==> src/rtl/point_loader_if.sv <==
// Point stream handshake between a point source and the loader.
interface point_loader_if;
   logic        pt_valid;
   logic        pt_ready;
   logic [13:0] pt_x;
   logic [13:0] pt_y;
   logic        pt_last;

   // Source side: presents points, observes ready.
   modport master (output pt_valid, output pt_x, output pt_y, output pt_last,
                   input  pt_ready);
   // Loader side: consumes points, drives ready.
   modport slave  (input  pt_valid, input  pt_x, input  pt_y, input  pt_last,
                   output pt_ready);
endinterface

==> src/rtl/point_loader.sv <==
// Writer-side front end for the k-means point memory: packs incoming (x, y)
// points into {x, y, tag} words and writes them to addresses 0, 1, 2, ...
module point_loader #(
   parameter int unsigned DEPTH     = 1001,
   parameter int unsigned COORD_MAX = 10000,
   parameter logic [2:0]  INIT_TAG  = 3'd7
) (
   input  logic        clk,
   input  logic        rst,
   input  logic        start,
   point_loader_if.slave pt,
   output logic        mem_en,
   output logic [9:0]  mem_adr,
   output logic [30:0] mem_din,
   output logic        mem_wen,
   output logic        mem_ren,
   output logic        busy,
   output logic        load_done,
   output logic [9:0]  point_count,
   output logic        range_err
);

   localparam logic [13:0] CMAX     = 14'(COORD_MAX);
   localparam logic [9:0]  LAST_IDX = 10'(DEPTH - 1);

   typedef enum logic [1:0] {IDLE, LOAD, FLUSH, DONE} state_t;

   state_t      state_q, state_d;
   logic        wr_vld;
   logic        xfer;
   logic        final_pt;
   logic        start_ok;
   logic        clamped;
   logic [13:0] cx, cy;

   assign pt.pt_ready = (state_q == LOAD);
   assign xfer        = pt.pt_valid && pt.pt_ready;
   // The DEPTH-th transfer ends the load even without pt_last; point_count
   // still holds the index of the point being transferred here.
   assign final_pt    = xfer && (pt.pt_last || point_count == LAST_IDX);
   assign start_ok    = start && (state_q == IDLE || state_q == DONE);

   assign cx      = (pt.pt_x > CMAX) ? CMAX : pt.pt_x;
   assign cy      = (pt.pt_y > CMAX) ? CMAX : pt.pt_y;
   assign clamped = (cx != pt.pt_x) || (cy != pt.pt_y);

   assign mem_en    = wr_vld;
   assign mem_wen   = wr_vld;
   assign mem_ren   = 1'b0;
   assign busy      = (state_q == LOAD) || (state_q == FLUSH);
   assign load_done = (state_q == DONE);

   // Next-state logic; FLUSH covers the cycle in which the last write lands.
   always_comb begin
      state_d = state_q;
      case (state_q)
         IDLE:    if (start)    state_d = LOAD;
         LOAD:    if (final_pt) state_d = FLUSH;
         FLUSH:                 state_d = DONE;
         DONE:    if (start)    state_d = LOAD;
         default:               state_d = IDLE;
      endcase
   end

   // State register.
   always_ff @(posedge clk) begin
      if (rst) state_q <= IDLE;
      else     state_q <= state_d;
   end

   // Write stage, point counter and sticky clamp flag. A reset drops any
   // write still sitting in the stage; memory itself is never cleared.
   always_ff @(posedge clk) begin
      if (rst) begin
         wr_vld      <= 1'b0;
         mem_adr     <= '0;
         mem_din     <= '0;
         point_count <= '0;
         range_err   <= 1'b0;
      end else begin
         wr_vld <= xfer;
         if (start_ok) begin
            point_count <= '0;
            range_err   <= 1'b0;
         end else if (xfer) begin
            mem_adr     <= point_count;
            mem_din     <= {cx, cy, INIT_TAG};
            point_count <= point_count + 10'd1;
            if (clamped) range_err <= 1'b1;
         end
      end
   end

endmodule

==> src/flat_wrapper.sv <==
// flat-port wrapper written by rule: the top's interface ports become plain ports
module point_loader_flat 
#(
   parameter int unsigned DEPTH     = 1001,
   parameter int unsigned COORD_MAX = 10000,
   parameter logic [2:0]  INIT_TAG  = 3'd7
)
  (clk, rst, start, mem_en, mem_adr, mem_din, mem_wen, mem_ren, busy, load_done, point_count, range_err, pt_pt_valid, pt_pt_x, pt_pt_y, pt_pt_last, pt_pt_ready);
  point_loader_if pt_i ();
  input  logic clk;
  input  logic rst;
  input  logic start;
  output logic mem_en;
  output logic [9:0] mem_adr;
  output logic [30:0] mem_din;
  output logic mem_wen;
  output logic mem_ren;
  output logic busy;
  output logic load_done;
  output logic [9:0] point_count;
  output logic range_err;
  input wire logic [$bits(pt_i.pt_valid)-1:0] pt_pt_valid;
  input wire logic [$bits(pt_i.pt_x)-1:0] pt_pt_x;
  input wire logic [$bits(pt_i.pt_y)-1:0] pt_pt_y;
  input wire logic [$bits(pt_i.pt_last)-1:0] pt_pt_last;
  output wire logic [$bits(pt_i.pt_ready)-1:0] pt_pt_ready;
  assign pt_i.pt_valid = pt_pt_valid;
  assign pt_i.pt_x = pt_pt_x;
  assign pt_i.pt_y = pt_pt_y;
  assign pt_i.pt_last = pt_pt_last;
  assign pt_pt_ready = pt_i.pt_ready;
  point_loader #(.DEPTH(DEPTH), .COORD_MAX(COORD_MAX), .INIT_TAG(INIT_TAG)) u_core (.clk(clk), .rst(rst), .start(start), .pt(pt_i), .mem_en(mem_en), .mem_adr(mem_adr), .mem_din(mem_din), .mem_wen(mem_wen), .mem_ren(mem_ren), .busy(busy), .load_done(load_done), .point_count(point_count), .range_err(range_err));
endmodule
==> config.mk <==
export PLATFORM = sky130hd
export DESIGN_NAME = point_loader_flat
export DESIGN_NICKNAME = d
export VERILOG_FILES = /design/src/rtl/point_loader_if.sv /design/src/rtl/point_loader.sv /design/src/flat_wrapper.sv
export SDC_FILE = /design/constraint.sdc
export NUM_CORES = 1
export LEC_CHECK = 0
export CORE_UTILIZATION = 38
export DETAILED_ROUTE_END_ITERATION = 8
export PLACE_DENSITY = 0.74
export SYNTH_ARGS = -nofsm -noshare
export SYNTH_HDL_FRONTEND = slang
export SYNTH_SLANG_ARGS = --single-unit
==> constraint.sdc <==
create_clock -name clk -period 1.62 [get_ports clk]
set_input_delay 0.405 -clock clk [delete_from_list [all_inputs] [get_ports clk]]
set_output_delay 0.405 -clock clk [all_outputs]
set_load 0.03 [all_outputs]
==> impl_results.rst <==
.. list-table::
   :header-rows: 1

   * - Metric
     - Value
   * - Commonest register cell after synthesis
     - sky130_fd_sc_hd__dfxtp_1
   * - I/O pin cnt
     - 91
   * - Ratio of cells with drive above 1 in the final layout
     - 25.9%
   * - Number of failing setup endpoints in the final timing report
     - 0
   * - Gate count of the mapped netlist
     - 225
   * - GRT Overall Usage
     - 21.0%
   * - Sequential fraction of the synthesis area
     - 48.8%
   * - Vias/cell
     - 4.95
   * - Antenna Cells
     - 0
   * - Distinct cell type count after synthesis
     - 41
   * - DP Wirelength
     - 4710 um
   * - Antenna violations before repair
     - 0
   * - First-pass iteration count of the detailed router
     - 4
   * - Peak supply drop
     - 532 uV
   * - Max_cap viols
     - 0
   * - Synth Warn #
     - 0
   * - Wire per inst
     - 14.2 um
   * - Final TNS setup
     - 0 ns
   * - Total congestion overflow after global routing
     - 0
   * - Slew Limit Fails
     - 0
   * - Proportion of synthesized flip-flops having asynchronous set or reset
     - 0%
   * - Initial Utilization
     - 39.5%
   * - Post-route cell area
     - 0.00358 sq mm
   * - Number of CTS-inserted buffers
     - 5
   * - Clock latency at the later pin of the worst-skew pair
     - 0.30 ns
   * - Net count reported at finish
     - 400
   * - Most common library cell in the layout ignoring fill and taps
     - sky130_fd_sc_hd__dlygate4sd2_1
   * - DP Cell Count
     - 421
   * - Setup repair after global routing missed its margin
     - yes
   * - Final setup skew
     - 0.00716 ns
   * - Total number of vias
     - 2152
   * - First-pass GRT wire length
     - 9950 um
   * - Register bit count reported by yosys
     - 53
   * - DP Area
     - 0.00347 sq mm
   * - Maximum number of pins on one net before global-route repair
     - 16
   * - Number of port buffers
     - 89
   * - TritonCTS clock tree
     - built
   * - Number of buffers on the longest clock path
     - 2
   * - Worst Path Class, Setup
     - primary input to flop
   * - Die boundary height
     - 77.7 um
   * - DRC
     - 0
   * - Run status
     - finished, final reports clean
   * - Standard-cell rows
     - 27
   * - Register clock-pin slew on the reported worst setup and hold paths
     - 0.09 ns
   * - Syn Std Cell Area
     - 0.00218 sq mm
   * - Commonest cells after routing, fill and taps aside
     - 57 x sky130_fd_sc_hd__dlygate4sd2_1, 53 x sky130_fd_sc_hd__buf_4, 51 x sky130_fd_sc_hd__dfxtp_1
   * - Crit start category
     - primary input
   * - CTS H-tree lvls
     - 2
   * - Relative area change from synthesis to final layout
     - 64.5%
   * - Synthesized area per cell
     - 9.67 sq um
   * - DR iter-0 viols
     - 85
   * - LEAKAGE
     - 1.67 nW
   * - Count of non-filler cells in the finished layout
     - 435
   * - Critical Path Fanout Max
     - 4
   * - Number of global-route vias before repair
     - 2118
   * - Kind of path behind the tightest hold check
     - primary input to flop
   * - Routed wire length
     - 6170 um
   * - Critical path endpoint category
     - flop
   * - RD Place Congestion
     - 0.838
   * - Data required time of the worst path
     - 1.81 ns
   * - Fmax
     - 624 MHz
   * - Crit path DAT
     - 1.80 ns
   * - CTS Root Cell
     - sky130_fd_sc_hd__clkbuf_8
   * - Chip Width
     - 77.7 um
   * - Number of nets still failing antenna checks after routing
     - 0
   * - Net count after synthesis
     - 263
   * - Ratio of total power to cell area
     - 1090 mW/mm^2
   * - Placeable core area
     - 0.00551 sq mm
   * - Final clock period utilization by the worst path
     - 98.9%
   * - Total clock sinks
     - 53
   * - Min Tclk post-route
     - 1.60 ns
   * - Layout fillers
     - 469
   * - Number of hold violations in the final report
     - 0
   * - Count of flip-flops with a built-in enable after synthesis
     - 0
   * - Post-CTS Hold Fix Bufs
     - 0
   * - Die Footprint
     - 0.00603 sq mm
==> cells in the mapped netlist, types with 2 or more instances <==
cell type / instances / share of area [%]
sky130_fd_sc_hd__nand2_1: 39 / 6.7
sky130_fd_sc_hd__nor2_1: 13 / 2.2
sky130_fd_sc_hd__a22o_1: 12 / 4.8
sky130_fd_sc_hd__nand3b_1: 4 / 1.4
sky130_fd_sc_hd__o41a_1: 2 / 1.0
sky130_fd_sc_hd__clkbuf_1: 7 / 1.2
sky130_fd_sc_hd__xor2_1: 3 / 1.2
sky130_fd_sc_hd__nand4_1: 4 / 1.1
sky130_fd_sc_hd__xnor2_1: 4 / 1.6
sky130_fd_sc_hd__ha_1: 5 / 2.9
sky130_fd_sc_hd__o221a_1: 8 / 4.1
sky130_fd_sc_hd__or3_1: 2 / 0.57
sky130_fd_sc_hd__nor3_1: 3 / 0.69
sky130_fd_sc_hd__or4_1: 3 / 1.0
sky130_fd_sc_hd__o21ai_0: 2 / 0.46
sky130_fd_sc_hd__buf_4: 5 / 1.7
sky130_fd_sc_hd__a21boi_0: 2 / 0.69
sky130_fd_sc_hd__a21oi_1: 22 / 5.1
sky130_fd_sc_hd__inv_1: 7 / 1.2
sky130_fd_sc_hd__o31ai_1: 2 / 0.69
sky130_fd_sc_hd__dfxtp_1: 53 / 49
sky130_fd_sc_hd__nand3_1: 4 / 0.92
==> sequential cells by signal, summed over array words and instances (netlist names) <==
register / count
u_core.mem_en: 1
u_core.range_err: 1
u_core.point_count: 10
u_core.mem_adr: 10
u_core.mem_din: 29
u_core.state_q: 2
==> cells by family (layout without fill, tap and decap cells) <==
| group | count (synthesis) | after routing | synth area share [%] |
|---|---|---|---|
| simple gates | 77 | 77 | 17.2 |
| compound gates | 58 | 58 | 21.5 |
| flops | 53 | 53 | 48.8 |
| buf+inv | 23 | 161 | 6.21 |
| xor+xnor | 7 | 7 | 2.82 |
| fa+ha+maj | 5 | 5 | 2.88 |
| other cells | 1 | 1 | 0.172 |
| mux | 1 | 1 | 0.460 |
==> path summary, 6_finish.rpt <==
kind | startpoint | endpoint | slack, ns | cells past startpoint
max | pt_pt_y[1] | u_core.mem_din[12] | 0.02 | 5
min | pt_pt_x[1] | u_core.mem_din[18] | 0.35 | 2
max reg2reg | u_core.state_q[1] | u_core.mem_din[12] | 0.03 | 7
min reg2reg | u_core.mem_din[8] | u_core.mem_din[8] | 0.45 | 2
==> critical path: stages <==
cell and delay [ns]:
sky130_fd_sc_hd__dlygate4sd2_1 0.25, sky130_fd_sc_hd__o41a_1 0.44, sky130_fd_sc_hd__o311ai_4 0.33, sky130_fd_sc_hd__nand2_2 0.13
sky130_fd_sc_hd__o221a_1 0.24
==> through the flow <==
step / hold WS (ns) / util, % / power [mW] / setup WS (ns)
after floorplan: 0.486 / - / 2.37 / -0.108
after global placement: 0.442 / 63.0 / 3.02 / -0.588
after detailed placement: 0.445 / 63.0 / 3.04 / -0.634
after CTS: 0.435 / 64.4 / 3.88 / 0.000816
after global routing: 0.356 / 65.0 / 4.10 / -0.0200
final: 0.354 / 65.0 / 3.89 / 0.0173
==> layout make-up <==
type / count / area [sq um] / area share (%)
Timing Repair Buffer: 146 / 1260 / 35.2
Sequential cell: 53 / 1070 / 29.8
Clock buffer: 7 / 76.3 / 2.13
Inverter: 7 / 28.8 / 0.804
Multi-Input combinational cell: 149 / 1050 / 29.3
Clock inverter: 1 / 7.51 / 0.210
Tap cell: 72 / 90.1 / 2.52
==> report_power, final <==
group | internal, mW | switching, mW | leakage [nW]
clock | 0.307 | 0.413 | 0.0385
sequential | 1.44 | 0.0891 | 0.430
combinational | 0.788 | 0.860 | 1.20
total | 2.53 | 1.36 | 1.67
==> per-layer routing <==
layer	global-route usage (%)	vias up	wire, um
li1	-	1068	-
met1	26.1	1000	2760
met2	36.7	80	2950
met3	4.47	4	420
met4	5.47	0	46
met5	0	-	0
==> what timing repair did <==
item	4_1_cts	5_1_grt
setup endpoints to repair	77	26
setup buffers	5	2
pin swaps	13	18
gates resized for setup	96	23
gates cloned	0	1
No activity file was read; power rests on OpenSTA's default activity.
